## config.mk

```make
export PLATFORM = sky130hd
export DESIGN_NAME = ws2812_framebuf
export DESIGN_NICKNAME = d
export VERILOG_FILES = /design/src/rtl/ws2812_framebuf.sv
export SDC_FILE = /design/constraint.sdc
export NUM_CORES = 1
export LEC_CHECK = 0
export CAP_MARGIN = 15
export CORE_ASPECT_RATIO = 0.75
export CORE_MARGIN = 2
export CORE_UTILIZATION = 50
export CTS_CLUSTER_SIZE = 28
export DETAILED_ROUTE_END_ITERATION = 7
export PLACE_DENSITY = 0.68
export RECOVER_POWER = 50
export SLEW_MARGIN = 20
export SYNTH_ARGS = -nofsm -noshare
export SYNTH_HDL_FRONTEND = slang
export SYNTH_SLANG_ARGS = --single-unit
```

## constraint.sdc

```tcl
create_clock -name clk -period 7 [get_ports clk]
set_input_delay 0.7 -clock clk [delete_from_list [all_inputs] [get_ports clk]]
set_output_delay 0.7 -clock clk [all_outputs]
set_load 0.01 [all_outputs]
```

## src/rtl/ws2812_framebuf.sv

```systemverilog
// Double-buffered RGB frame store with global brightness scaling for the ws2812c strip driver.
// The host fills the back bank; a commit swaps banks at the next frame boundary (address 0).
module ws2812_framebuf #(
    parameter int unsigned NUM_LEDS = 4,
    parameter int unsigned AW       = $clog2(NUM_LEDS)
) (
    input  logic          clk,
    input  logic          resetn,
    input  logic          wr_valid,
    output logic          wr_ready,
    input  logic [AW-1:0] wr_addr,
    input  logic [23:0]   wr_rgb,
    input  logic          commit,
    output logic          commit_pending,
    input  logic [7:0]    brightness,
    input  logic [AW-1:0] address,
    input  logic          new_address,
    input  logic          data_request,
    output logic [7:0]    red_out,
    output logic [7:0]    green_out,
    output logic [7:0]    blue_out,
    output logic          rgb_valid,
    output logic          underrun,
    output logic [7:0]    frame_count
);

    typedef enum logic [1:0] {StIdle, StRead, StScale, StHold} state_e;

    state_e        state_q, state_d;
    logic          init_q;
    logic [AW-1:0] rd_addr_q, rd_addr_d;
    logic          front_q, front_d;
    logic          front_valid_q, front_valid_d;
    logic          commit_pending_q, commit_pending_d;
    logic [7:0]    bright_q, bright_d;
    logic [7:0]    frame_q, frame_d;
    logic          underrun_q, underrun_d;
    logic [7:0]    red_q, red_d;
    logic [7:0]    green_q, green_d;
    logic [7:0]    blue_q, blue_d;
    logic          rgb_valid_q, rgb_valid_d;

    logic          trigger;
    logic [AW-1:0] trig_addr;
    logic          boundary;
    logic          wr_en;
    logic [AW:0]   wr_idx;
    logic [AW:0]   rd_idx;
    logic [23:0]   ram_rdata_q;
    logic [23:0]   mem_q [2*NUM_LEDS];

    // out = c * (b + 1) >> 8, so b = 255 passes c unchanged and b = 0 gives 0.
    function automatic logic [7:0] scale(input logic [7:0] c, input logic [7:0] b);
        logic [15:0] p;
        p = 16'(c) * (16'(b) + 16'd1);
        return p[15:8];
    endfunction

    // The first cycle after reset release acts as a trigger for LED 0.
    assign trigger   = new_address | init_q;
    assign trig_addr = new_address ? address : '0;
    assign boundary  = trigger && (trig_addr == '0);

    assign wr_en  = wr_valid && !commit_pending_q;
    assign wr_idx = {~front_q, wr_addr};
    assign rd_idx = {front_q, rd_addr_q};

    // Block RAM: no reset, synchronous read issued in StRead.
    always_ff @(posedge clk) begin
        if (wr_en) begin
            mem_q[wr_idx] <= wr_rgb;
        end
        if (state_q == StRead) begin
            ram_rdata_q <= mem_q[rd_idx];
        end
    end

    always_comb begin
        front_d          = front_q;
        front_valid_d    = front_valid_q;
        commit_pending_d = commit_pending_q;
        bright_d         = bright_q;
        frame_d          = frame_q;

        if (boundary) begin
            if (commit_pending_q) begin
                front_d       = ~front_q;
                front_valid_d = 1'b1;
            end
            commit_pending_d = 1'b0;
            bright_d         = brightness;
            frame_d          = frame_q + 8'd1;
        end
        // A commit in the boundary cycle itself is held over for the next frame.
        if (commit && !commit_pending_q) begin
            commit_pending_d = 1'b1;
        end
    end

    always_comb begin
        state_d    = state_q;
        rd_addr_d  = rd_addr_q;
        red_d      = red_q;
        green_d    = green_q;
        blue_d     = blue_q;
        underrun_d = underrun_q | (data_request && (state_q != StHold));

        case (state_q)
            StIdle: begin
            end
            StRead: begin
                state_d = StScale;
            end
            StScale: begin
                state_d = StHold;
                if (front_valid_q) begin
                    red_d   = scale(ram_rdata_q[23:16], bright_q);
                    green_d = scale(ram_rdata_q[15:8], bright_q);
                    blue_d  = scale(ram_rdata_q[7:0], bright_q);
                end else begin
                    red_d   = 8'h00;
                    green_d = 8'h00;
                    blue_d  = 8'h00;
                end
            end
            StHold: begin
            end
            default: begin
                state_d = StIdle;
            end
        endcase

        // Any trigger (re)starts the fetch, including one landing mid-prefetch.
        if (trigger) begin
            state_d   = StRead;
            rd_addr_d = trig_addr;
        end

        rgb_valid_d = (state_d == StHold);
    end

    always_ff @(posedge clk or negedge resetn) begin
        if (!resetn) begin
            state_q          <= StIdle;
            init_q           <= 1'b1;
            rd_addr_q        <= '0;
            front_q          <= 1'b0;
            front_valid_q    <= 1'b0;
            commit_pending_q <= 1'b0;
            bright_q         <= 8'hFF;
            frame_q          <= 8'h00;
            underrun_q       <= 1'b0;
            red_q            <= 8'h00;
            green_q          <= 8'h00;
            blue_q           <= 8'h00;
            rgb_valid_q      <= 1'b0;
        end else begin
            state_q          <= state_d;
            init_q           <= 1'b0;
            rd_addr_q        <= rd_addr_d;
            front_q          <= front_d;
            front_valid_q    <= front_valid_d;
            commit_pending_q <= commit_pending_d;
            bright_q         <= bright_d;
            frame_q          <= frame_d;
            underrun_q       <= underrun_d;
            red_q            <= red_d;
            green_q          <= green_d;
            blue_q           <= blue_d;
            rgb_valid_q      <= rgb_valid_d;
        end
    end

    assign wr_ready       = !commit_pending_q;
    assign commit_pending = commit_pending_q;
    assign red_out        = red_q;
    assign green_out      = green_q;
    assign blue_out       = blue_q;
    assign rgb_valid      = rgb_valid_q;
    assign underrun       = underrun_q;
    assign frame_count    = frame_q;

endmodule

```

==> results by group <==
Clocking
  • Worst skew pair latency: 0.55 ns
  • Sink Count: roughly 270
  • CTS tree: done
  • Cts bufs inserted: 27
  • Bufs on Longest Clock Path: 3
  • CTS H-tree lvls: 1
  • Root Driver: clkbuf_16
  • Post-CTS resize count: 0
  • Hold_buf cts: 0
  • Clock transition at the registers of the reported paths: 0.07 ns
  • Setup bufs post-CTS: 0

Worst setup path
  • CP Max Fanout: 24
  • Crit path DAT: between 6 and 7 ns
  • WS Path Type: flop to flop
  • Worst setup EP type: flop
  • Worst Setup Start Kind: flop
  • Worst path required time: approximately 7.4 ns

Place
  • Hpwl dp: approximately 23 mm
  • PortBufs: 77
  • Inst Count DP: about 1.7k
  • Routability congestion estimate from global placement: 0.850

Power
  • Logic pwr share: 56.2%
  • Power per cell area: between 400 and 500 nW/um^2
  • P_int: 4570 uW
  • Sw Pwr: 3210 uW
  • P_leak: about 0.0075 uW
  • Sequential share of power: between 20% and 30%
  • Sw frac: about two fifths
  • Clk pwr share: around 17%
  • Peak VDD IR: approximately 0.24 mV

Floorplanning
  • # IOs: 78
  • Row cnt: 57
  • Die Ht: 160 um
  • DIE AREA: approximately 34,000 um^2
  • Die width: approximately 210 um
  • Starting Density: around half
  • Core area: 32,200 um^2

Timing
  • Setup violators final: 0
  • FMAX: 177 MHz
  • Final max-slew violation count: 51
  • Final hold violations: 0
  • Max_slew headroom: -88.6%
  • Unrepaired setup endpoints after global routing: false
  • Final worst path period share: about four fifths
  • Minimum clock period: between 5 and 6 ns
  • Final total negative setup slack: 0 ns
  • Worst Skew: between 0.02 and 0.025 ns
  • Worst slew pin tran: approximately 2.8 ns

Detailed routing
  • Total vias in the final route: between 9k and 10k
  • DR DRC count: 0
  • DRT antenna net count: 0
  • DR WL/cell: ~19 um
  • Drt pass-1 iters: 5
  • Final WL: roughly 33 mm
  • Via/cell ratio: between 5 and 6
  • Drt initial violations: 569

Global route
  • Vias in the first global route: approximately 10k
  • Initial antenna violation count: 0
  • First-pass GRT wire length: about 55 mm
  • Largest net degree at the start of global routing: a little over 50
  • Gr ovfl total: 0
  • GRT Total Usage: 20.6%

Synthesis
  • Top FF cell, synth: edfxtp_1
  • Post-synth EDFFs: between 200 and 250
  • Synth top cells by count: 216 x edfxtp_1, 143 x and2_1, 142 x inv_1, 120 x fa_1, 102 x ha_1
  • Post-synth ARST share: between 10% and 20%
  • Cell Area, Synth: ~16,000 um^2
  • Synth warnings: 0
  • Post-synth top area cell: edfxtp_1
  • Synth Instances: roughly 1.2k
  • Synth area leaders: edfxtp_1 40%, fa_1 15%, ha_1 7.8%
  • Cell variety after synth: 62
  • Syn_nets: between 1k and 1.5k
  • Syn Area/Cell: roughly 14 um^2
  • Synthesized flop and latch total: 266
  • Post-synthesis sequential area ratio: 47.6%
  • Count leader, synth: edfxtp_1
  • Area share of the largest cell type after synthesis: 39.9%

Finish
  • Finished Layout Cells: roughly 1.7k
  • Antenna fix cells: 0
  • Nets: 1,550
  • Layout area overhead: 13.3%
  • Share of layout cells above drive strength 1: a little under an eighth

Worst hold path
  • Hold Crit Class: flop to flop

Run status
  • Status: finished with violations
  • Violated checks: capacitance limit, slew limit

Job
  • Maxcap violations: 1
## metrics by stage
stage	util (%)	hold slack, ns	setup WS (ns)	area, um^2	total power (uW)
floorplan	-	0.404	1.98	16300	5320
global placement	54.7	0.465	1.57	17600	6400
detailed placement	54.7	0.465	1.40	17600	6480
CTS	57.1	0.278	1.37	18400	7860
global route	57.2	0.514	0.986	18400	8540
finish	57.2	0.474	1.35	18400	7780
## cells by family (layout without fill, tap and decap cells)
| logic type | Yosys count | count (layout) | share of synthesized area, % |
|---|---|---|---|
| buf+inv | 182 | 289 | 4.24 |
| other cells | 1 | 1 | 0.0230 |
| fa+ha+maj | 222 | 222 | 22.6 |
| xor+xnor | 40 | 40 | 2.15 |
| flops | 266 | 266 | 47.6 |
| compound gates | 77 | 77 | 3.84 |
| simple gates | 335 | 335 | 11.0 |
| mux | 76 | 76 | 8.56 |
## power groups by stage
stage	Sequential, uW	Clock (uW)	Combinational [uW]
2_1_floorplan	2070	0	3250
3_3_place_gp	2130	0	4270
3_5_place_dp	2130	0	4340
4_1_cts	2100	1340	4410
5_1_grt	2120	1400	5020
6_report	2100	1310	4370
## critical path: stages, from the launching register on
cell,delay [ns]
dfstp_2,0.84
ha_1,0.31
nand2_1,0.14
nor2_1,0.16
xor2_1,0.17
buf_4,0.29
and2_1,0.20
fa_1,0.46
fa_1,0.46
fa_1,0.52
inv_1,0.05
fa_1,0.35
inv_1,0.06
ha_1,0.27
a21o_1,0.20
a21oi_1,0.14
nor2b_1,0.08
or2_2,0.30
o311ai_0,0.33
o311ai_1,0.15
## cell usage in the layout, fill, tap and decap left out, types with 6 or more instances in the layout
cell type,instances
a21o_1,6
a21oi_1,8
a22o_1,13
and2_1,143
and3_1,6
buf_4,18
clkbuf_1,8
clkbuf_16,27
clkdlybuf4s50_1,50
clkinv_1,7
dfrtp_1,39
dfstp_2,9
dlygate4sd3_1,26
edfxtp_1,216
fa_1,120
ha_1,102
inv_1,142
mux2_2,25
mux4_2,48
nand2_1,92
nand2b_1,9
nand3_1,15
nor2_1,22
nor2b_1,18
nor3_1,6
o21ai_0,8
xnor2_1,28
xor2_1,12
## metal layers
layer | up-vias | track usage, % | part of all wire, %
li1 | 4328 | - | -
met1 | 4805 | 30.5 | 47
met2 | 192 | 32.9 | 47
met3 | 42 | 3.01 | 4.7
met4 | 0 | 4.07 | 1.7
met5 | - | 0 | 0
## sequential cells by signal (all words and copies together) (netlist names)
register        flops
blue_out            8
bright_q            8
commit_pending      1
frame_count         8
front_q             1
front_valid_q       1
green_out           8
init_q              1
mem_q             192
ram_rdata_q        24
rd_addr_q           2
red_out             8
rgb_valid           1
state_q             2
underrun            1
## area by class of cell
cell class                 instances  area, um^2
clock buffer                      34         702
clock inverter                    15        87.6
fill                            2640       13800
inverter                         143         537
multi-input combinational        751        7870
sequential                       266        7750
tap                              442         553
timing repair buffer              97         932
## final timing paths
kind / startpoint / end / slack, ns / cells after the start
worst max-delay path: bright_q[0] / blue_out[7] / 1.35 / 19
worst min-delay path: frame_count[7] / frame_count[7] / 0.47 / 1
worst max register to register: bright_q[0] / blue_out[7] / 1.35 / 19
worst min register to register: frame_count[7] / frame_count[7] / 0.47 / 1
max in group asynchronous: resetn / rd_addr_q[0] / 3.84 / 2
min in group asynchronous: resetn / green_out[7] / 1.16 / 2
No activity file was read; power rests on OpenSTA's default activity.
